==> config.mk <==
export PLATFORM = sky130hd
export DESIGN_NAME = snake_grid_builder_flat
export DESIGN_NICKNAME = d
export VERILOG_FILES = /design/src/rtl/snake_grid_builder_if.sv /design/src/rtl/snake_grid_builder.sv /design/src/flat_wrapper.sv
export SDC_FILE = /design/constraint.sdc
export NUM_CORES = 2
export LEC_CHECK = 0
export BUFFER_PORTS_ARGS = -buffer_cell sky130_fd_sc_hd__buf_2
export CAP_MARGIN = 15
export CORE_MARGIN = 8
export CORE_UTILIZATION = 55
export DETAILED_ROUTE_END_ITERATION = 10
export PLACE_DENSITY = 0.71
export SLEW_MARGIN = 20
export SYNTH_ARGS = -nofsm -noshare
export SYNTH_HDL_FRONTEND = slang
export SYNTH_SLANG_ARGS = --single-unit
==> constraint.sdc <==
create_clock -name i_clk -period 7.4 [get_ports i_clk]
set_input_delay 1.85 -clock i_clk [delete_from_list [all_inputs] [get_ports i_clk]]
set_output_delay 1.85 -clock i_clk [all_outputs]
set_load 0.01 [all_outputs]
==> src/rtl/snake_grid_builder_if.sv <==
// Body-cell stream between the grid builder (master) and the snake block (slave).
// The builder requests a traversal with shift; the snake answers with x/y/exists and end_shift.
interface snake_grid_builder_if #(
   parameter int unsigned H = 32,
   parameter int unsigned V = 32
) ();
   logic                 shift;
   logic [$clog2(H)-1:0] x;
   logic [$clog2(V)-1:0] y;
   logic                 exists;
   logic                 end_shift;

   modport master (
      output shift,
      input  x,
      input  y,
      input  exists,
      input  end_shift
   );

   modport slave (
      input  shift,
      output x,
      output y,
      output exists,
      output end_shift
   );
endinterface

==> src/rtl/snake_grid_builder.sv <==
// Double-buffered occupancy grid: builds a back frame from the snake body stream on each tick,
// then swaps it to the front buffer that serves display-side point queries.
module snake_grid_builder #(
   parameter int unsigned H = 32,
   parameter int unsigned V = 32
) (
   input  logic                         i_clk,
   input  logic                         i_reset,
   input  logic                         i_tick,
   snake_grid_builder_if.master         io_snake,
   input  logic [$clog2(H)-1:0]         i_query_x,
   input  logic [$clog2(V)-1:0]         i_query_y,
   output logic                         o_query_hit,
   output logic                         o_busy,
   output logic                         o_frame_ready,
   output logic [$clog2(H*V):0]         o_cell_count,
   output logic                         o_overlap,
   output logic                         o_overrun,
   output logic                         o_timeout
);
   localparam int unsigned N  = H * V;
   localparam int unsigned CW = $clog2(N) + 1;
   localparam int unsigned WW = $clog2(N + 8);
   localparam logic [WW-1:0] WdogLast = WW'(N + 7);

   typedef enum logic [2:0] {StIdle, StClear, StReq, StCollect, StSwap} state_e;

   state_e          r_state, w_state_nxt;
   logic [N-1:0]    r_front, r_back;
   logic [CW-1:0]   r_front_count, r_back_count;
   logic            r_front_overlap, r_back_overlap;
   logic            r_pending, r_overrun, r_timeout, r_frame_ready, r_query_hit;
   logic [WW-1:0]   r_wdog;
   logic            w_start, w_wdog_expire, w_collect_wr, w_bit_old;
   logic [$clog2(N)-1:0] w_idx;

   // H is a power of two, so y*H+x is a plain concatenation.
   assign w_idx        = {io_snake.y, io_snake.x};
   assign w_bit_old    = r_back[w_idx];
   assign w_collect_wr = (r_state == StCollect) && io_snake.exists;

   always_comb begin
      w_state_nxt   = r_state;
      w_start       = 1'b0;
      w_wdog_expire = 1'b0;
      unique case (r_state)
         StIdle: begin
            if (i_tick || r_pending) begin
               w_state_nxt = StClear;
               w_start     = 1'b1;
            end
         end
         StClear: w_state_nxt = StReq;
         StReq:   w_state_nxt = StCollect;
         StCollect: begin
            if (io_snake.end_shift) begin
               w_state_nxt = StSwap;
            end else if (r_wdog == WdogLast) begin
               w_state_nxt   = StIdle;
               w_wdog_expire = 1'b1;
            end
         end
         StSwap:  w_state_nxt = StIdle;
         default: w_state_nxt = StIdle;
      endcase
   end

   always_ff @(posedge i_clk) begin
      if (i_reset) begin
         r_state         <= StIdle;
         r_front         <= '0;
         r_back          <= '0;
         r_front_count   <= '0;
         r_back_count    <= '0;
         r_front_overlap <= 1'b0;
         r_back_overlap  <= 1'b0;
         r_pending       <= 1'b0;
         r_overrun       <= 1'b0;
         r_timeout       <= 1'b0;
         r_frame_ready   <= 1'b0;
         r_query_hit     <= 1'b0;
         r_wdog          <= '0;
      end else begin
         r_state <= w_state_nxt;

         // One request may wait behind the current build; any further one is lost.
         if (w_start) begin
            r_pending <= 1'b0;
         end else if (i_tick && (r_state != StIdle)) begin
            if (!r_pending) begin
               r_pending <= 1'b1;
            end else begin
               r_overrun <= 1'b1;
            end
         end

         r_wdog <= (r_state == StCollect) ? r_wdog + WW'(1) : '0;
         if (w_wdog_expire) begin
            r_timeout <= 1'b1;
         end

         if (r_state == StClear) begin
            r_back         <= '0;
            r_back_count   <= '0;
            r_back_overlap <= 1'b0;
         end

         if (w_collect_wr) begin
            r_back[w_idx] <= 1'b1;
            if (!w_bit_old) begin
               r_back_count <= r_back_count + CW'(1);
            end else begin
               r_back_overlap <= 1'b1;
            end
         end

         if (r_state == StSwap) begin
            r_front         <= r_back;
            r_front_count   <= r_back_count;
            r_front_overlap <= r_back_overlap;
         end

         r_frame_ready <= (r_state == StSwap);
         r_query_hit   <= r_front[{i_query_y, i_query_x}];
      end
   end

   assign io_snake.shift = (r_state == StReq) && !i_reset;
   assign o_busy         = (r_state != StIdle) && !i_reset;
   assign o_query_hit    = r_query_hit;
   assign o_frame_ready  = r_frame_ready;
   assign o_cell_count   = r_front_count;
   assign o_overlap      = r_front_overlap;
   assign o_overrun      = r_overrun;
   assign o_timeout      = r_timeout;
endmodule

==> src/flat_wrapper.sv <==
// flat-port wrapper written by rule: the top's interface ports become plain ports
module snake_grid_builder_flat 
#(
   parameter int unsigned H = 32,
   parameter int unsigned V = 32
)
  (i_clk, i_reset, i_tick, i_query_x, i_query_y, o_query_hit, o_busy, o_frame_ready, o_cell_count, o_overlap, o_overrun, o_timeout, io_snake_shift, io_snake_x, io_snake_y, io_snake_exists, io_snake_end_shift);
  snake_grid_builder_if #(.H(H), .V(V)) io_snake_i ();
  input  logic i_clk;
  input  logic i_reset;
  input  logic i_tick;
  input  logic [$clog2(H)-1:0] i_query_x;
  input  logic [$clog2(V)-1:0] i_query_y;
  output logic o_query_hit;
  output logic o_busy;
  output logic o_frame_ready;
  output logic [$clog2(H*V):0] o_cell_count;
  output logic o_overlap;
  output logic o_overrun;
  output logic o_timeout;
  output wire logic [$bits(io_snake_i.shift)-1:0] io_snake_shift;
  input wire logic [$bits(io_snake_i.x)-1:0] io_snake_x;
  input wire logic [$bits(io_snake_i.y)-1:0] io_snake_y;
  input wire logic [$bits(io_snake_i.exists)-1:0] io_snake_exists;
  input wire logic [$bits(io_snake_i.end_shift)-1:0] io_snake_end_shift;
  assign io_snake_shift = io_snake_i.shift;
  assign io_snake_i.x = io_snake_x;
  assign io_snake_i.y = io_snake_y;
  assign io_snake_i.exists = io_snake_exists;
  assign io_snake_i.end_shift = io_snake_end_shift;
  snake_grid_builder #(.H(H), .V(V)) u_core (.i_clk(i_clk), .i_reset(i_reset), .i_tick(i_tick), .io_snake(io_snake_i), .i_query_x(i_query_x), .i_query_y(i_query_y), .o_query_hit(o_query_hit), .o_busy(o_busy), .o_frame_ready(o_frame_ready), .o_cell_count(o_cell_count), .o_overlap(o_overlap), .o_overrun(o_overrun), .o_timeout(o_timeout));
endmodule
# ---- Word level (Yosys, flattened, before mapping)
# Index checks and enable logic that the tools add are counted.
dict set report totals {
  reg_bits 2091
  inputBits 25
  output_inout_bits 18
  word_cells 65
}
dict set report op_classes {
  n_addsub 2
  n_lt_le_gt_ge 3
  eq_ne 7
  muxes 24
  bitwise_logic 3
  reduce_logical 13
}
# op n
set ops {}
lappend ops {{$mux 1024} 3}
lappend ops {{$or 1024x1024->1024} 1}
lappend ops {{$mux 11} 3}
lappend ops {{$add 11x1->11 const B} 2}
lappend ops {{$lt 10x11->1 const B} 2}
lappend ops {{$bmux 1 s10} 2}
lappend ops {{$pmux 3 s4} 1}
lappend ops {{$eq 11x11->1 const B} 1}
lappend ops {{$mux 1} 11}
lappend ops {{$demux 1 s10} 1}
lappend ops {{$ge 10x1->1 const B} 1}
lappend ops {{$mux 3} 3}
lappend ops {{$eq 3x2->1 const B} 2}
lappend ops {{$logic_and 1x1->1} 5}
lappend ops {{$reduce_or 2->1} 2}
lappend ops {{$eq 3x1->1 const B} 1}
lappend ops {{$eq 3x3->1 const B} 1}
lappend ops {{$logic_not 3->1} 1}
lappend ops {{$ne 3x2->1 const B} 1}
lappend ops {{$reduce_and 3->1} 1}
lappend ops {{$reduce_bool 3->1} 1}
lappend ops {{$ne 2x1->1 const B} 1}
lappend ops {{$not 1->1} 2}
lappend ops {{$reduce_and 2->1} 1}
lappend ops {{2 further kinds} 2}

# ---- Logic depth before layout (Yosys ltp)
dict set report depth {
  ltp_word 6
  mapped_depth 14
  mapped_depth_nobuf 9
}

# ---- Worst setup path after synthesis
# Ideal clock, no wire load.
dict set report synth_path {
  path_kind {input port to output port}
  startpoint {input port i_reset}
  endpoint {output port io_snake_shift}
  arrival_time_ps 2878
  required_time_ps 5550
  setup_slack_ps 2672
  path_stages 4
  path_buffers 3
  cell_sequence {clkbuf_1 clkbuf_1 clkbuf_1 nor4b_1}
}
dict set report synth_between {
  elab_chain_cells 2
}
# item line
set synth_rtl {}
lappend synth_rtl {{start: declaration} flat_wrapper.sv:10} ;# input logic i_reset;
lappend synth_rtl {{$logic_not 1->1} snake_grid_builder.sv:128} ;# assign io_snake.shift = (r_state == StReq) && !i_reset;
lappend synth_rtl {{$logic_and 1x1->1} snake_grid_builder.sv:128}
lappend synth_rtl {{end: declaration} flat_wrapper.sv:21} ;# output wire logic [$bits(io_snake_i.shift)-1:0] io_snake_shift;
# Every way passes these cells.

# ---- Final worst setup path
dict set report layout_path {
  startpoint {input port io_snake_x[0]}
  endpoint {register u_core.r_back_count[4]}
}
dict set report layout_between {
  elab_chain_cells 4
}
# item line
set layout_rtl {}
lappend layout_rtl {{start: declaration} flat_wrapper.sv:22} ;# input wire logic [$bits(io_snake_i.x)-1:0] io_snake_x;
lappend layout_rtl {{$bmux 1 s10} snake_grid_builder.sv:39} ;# assign w_bit_old = r_back[w_idx];
lappend layout_rtl {{$mux 1 (not written as such)} snake_grid_builder.sv:39}
lappend layout_rtl {{$mux 11} snake_grid_builder.sv:110} ;# if (!w_bit_old) begin
lappend layout_rtl {{$mux 11} snake_grid_builder.sv:108} ;# if (w_collect_wr) begin
lappend layout_rtl {{end signal: assignment} snake_grid_builder.sv:111} ;# r_back_count <= r_back_count + CW'(1);
lappend layout_rtl {{end: declaration} snake_grid_builder.sv:30} ;# logic [CW-1:0] r_front_count, r_back_count;
# Every way passes these cells. The select of a mux whose other input is x is not followed.
# A chain may end at the register's enable or synchronous reset.

==> metrics <==
relative slew slack 16.2%; final-report hold violation count 0; chip height between 400 and 500 µm; dpl hpwl 184000 µm; setup bufs post-CTS 0; most frequent cells in the layout nand2_1 (2120), dfxtp_1 (2091), nor2_1 (1147); most used cell, CP nand2_1; Seq cells post-synth 2091; DR vias 80100; fill count roughly 14000; power per standard cell area about 240 nW/µm²; Die Area 173000 µm²; Fmax approximately 0.18 GHz; number of vias per cell 6.68; Synthesized Nets around 10000; Worst setup EP type flop; CP startpoint kind input port; gr usage total 35.0%; Comb pwr share under 10%; CP max FO 28; total grt overflow 0; CP max-delay cell or4_2; measured slew at the worst slew-check pin about 1.3 ns; Int Pwr 0.0178 W; final setup vio count 0; R2R Path Start u_core.r_back[583]$_SDFF_PP0_; CTS tree done; CP peak stage delay 0.99 ns; Worst Skew 0.0644 ns; number of enable flip-flop cells after synthesis 0; YS warnings 0; commonest non-fill, non-tap cell in the layout nand2_1; maximum VDD drop 0.000250 V; CP Data Arrival Time 6.41 ns; Root Driver clkbuf_16; Bufs and invs on worst path 1; drt drc 0; Synth Flop Type dfxtp_1; clock power share 46.6%; io pins 43; core area 160000 µm²; setup TNS 0 ns; first-pass GRT wire length 471000 µm; Hold-fix buffers, CTS 0; Lkg Pwr 32.5 nW; Avg Cell Area, Syn 8.58 µm²; Clock Latency Late Sink 0.88 ns; Die Span X 416 µm; total wire length 322000 µm; RSZ-0062 raised after global routing no; Worst Path Class, Setup in2reg; fin nets slightly below 10000; Num Clock Sinks 2091; Req. time, crit path roughly 8.2 ns; critical hold path startpoint u_core.r_back[163]$_SDFF_PP0_; largest net degree at the start of global routing 222; port bufs between 40 and 50; Syn Std Cell Area just under 90000 µm²; Final period util around three quarters; wire per inst between 20 and 30 µm; layout cells sized above 1 8.47%; worst hold path class reg2reg; router iterations before antenna repair 10; post-detailed-route count of antenna-violating nets 0; initial antenna violation count 14; Max Root-Sink Buffers 3; Initial Util 55.1%; Net Sw Power 0.00574 W; Sw Ratio about a quarter; CP delay by family, top simple AND/OR/NAND/NOR gates; Yosys cell types 77; H-tree levels 4; synth-to-layout area growth 9.37%; row cnt 147; sequential element share of the synthesized area 47.5%; Reg power frac 47.8%; TritonCTS buffer count 209; final weighted congestion of routability-driven global placement between 0.9 and 1; min Tclk post-route 5.66 ns; outcome finished clean; fin. max-slew vios 0; Post-CTS Resized 0; worst hold slack 0.429 ns; 1st-iter DRT viols between 10000 and 15000; Reg clk slew, reported paths 0.06 ns; cell breakdown of the critical path buf_2 -> or4_2 -> o22ai_1 -> nor4_1 -> nand2_1 -> a22oi_1 -> nand4_2 -> nor4b_2 -> nand2_1 -> o32ai_1; post-synthesis async set-or-reset flop share 0%; Crit. Startpoint io_snake_x[0]; vias in the first global route 73200; Post-Syn Instances 10300; max cap viols 0
-- cell families after synthesis --
| family | synth area share (%) |
|---|---|
| simple gates | 16.1 |
| buf+inv | 5.07 |
| mux | 12.0 |
| compound gates | 19.1 |
| xor+xnor | 0.0895 |
| flops | 47.5 |
| fa+ha+maj | 0.0284 |
-- Yosys cell counts, types with 9 or more instances --
library cell | count | share of area, %
buf_4 | 42 | 0.36
nor3b_1 | 10 | 0.085
buf_2 | 85 | 0.48
nand2b_1 | 13 | 0.092
clkbuf_1 | 843 | 3.6
o221ai_1 | 112 | 1.1
nor2_1 | 1177 | 5.0
dfxtp_1 | 2091 | 48
nand4_1 | 19 | 0.13
a22oi_1 | 1030 | 8.8
a31oi_1 | 9 | 0.064
mux2i_1 | 767 | 8.7
a21oi_1 | 1104 | 6.3
buf_6 | 38 | 0.49
inv_1 | 13 | 0.055
nand3_1 | 26 | 0.15
o211ai_1 | 11 | 0.094
o22ai_1 | 281 | 2.0
o21ai_0 | 36 | 0.20
buf_1 | 19 | 0.081
nor2b_1 | 11 | 0.078
nor3_1 | 61 | 0.35
mux4_2 | 128 | 3.3
nor4_1 | 72 | 0.51
nand2_1 | 2123 | 9.0
-- area by class of cell --
cell class	instances	area, µm²	area share [%]
clock inverter	73	891	0.925
clock buffer	315	6250	6.49
sequential	2091	41900	43.5
multi-input combinational	7132	42200	43.8
antenna	15	37.5	0.0390
tap	2086	2610	2.71
inverter	13	52.6	0.0546
timing repair buffer	262	2440	2.53
-- path summary, 6_finish.rpt --
path	endpoint	slack (ns)	cells past startpoint
worst min register to register	u_core.r_front[163]$_SDFFE_PP0P_	0.43	2
worst max register to register	u_core.r_back_count[4]$_SDFF_PP0_	3.72	9
worst min-delay path	u_core.r_front[163]$_SDFFE_PP0P_	0.43	2
worst max-delay path	u_core.r_back_count[4]$_SDFF_PP0_	1.74	10
-- layer usage --
metal	global-route usage [%]	share of wire, %
met5	0	0.014
met3	9.27	13
met4	24.3	8.0
met1	44.8	37
met2	51.5	42
-- worst min-delay path, cell delays in order (launching register included) --
cell and delay (ns):
dfxtp_1 0.32, nand2_1 0.06, a21oi_1 0.05
-- sequential cells by signal (all words and copies together) (netlist names) --
| name | count |
|---|---|
| u_core.o_overrun | 1 |
| u_core.o_query_hit | 1 |
| u_core.o_cell_count | 11 |
| u_core.r_back_overlap | 1 |
| u_core.r_wdog | 11 |
| u_core.r_pending | 1 |
| u_core.o_frame_ready | 1 |
| u_core.r_back_count | 11 |
| u_core.r_state | 3 |
| u_core.o_overlap | 1 |
| u_core.r_back | 1024 |
| u_core.o_timeout | 1 |
| u_core.r_front | 1024 |
-- metrics by stage --
step | setup WS (ns) | utilization [%] | cell area, µm² | std cells | power, W
final | 1.74 | 60.3 | 96300 | 12000 | 0.0236
after CTS | 2.10 | 60.2 | 96300 | 12000 | 0.0235
after global placement | 1.24 | 55.8 | 89100 | 11600 | 0.0128
after detailed placement | 1.20 | 55.8 | 89100 | 11600 | 0.0128
after global routing | 1.88 | 60.2 | 96300 | 12000 | 0.0240
after floorplan | 2.67 | - | 88100 | 10300 | 0.0123
-- power groups by stage --
stage                     Sequential [W]  Combinational [W]  Clock, W
final                             0.0113            0.00132    0.0110
after detailed placement          0.0115            0.00126         0
after floorplan                   0.0115           0.000831         0
after global routing              0.0113            0.00133    0.0114
after global placement            0.0115            0.00125         0
after CTS                         0.0113            0.00126    0.0110
Note: power is estimated with default switching activity, not from simulation.
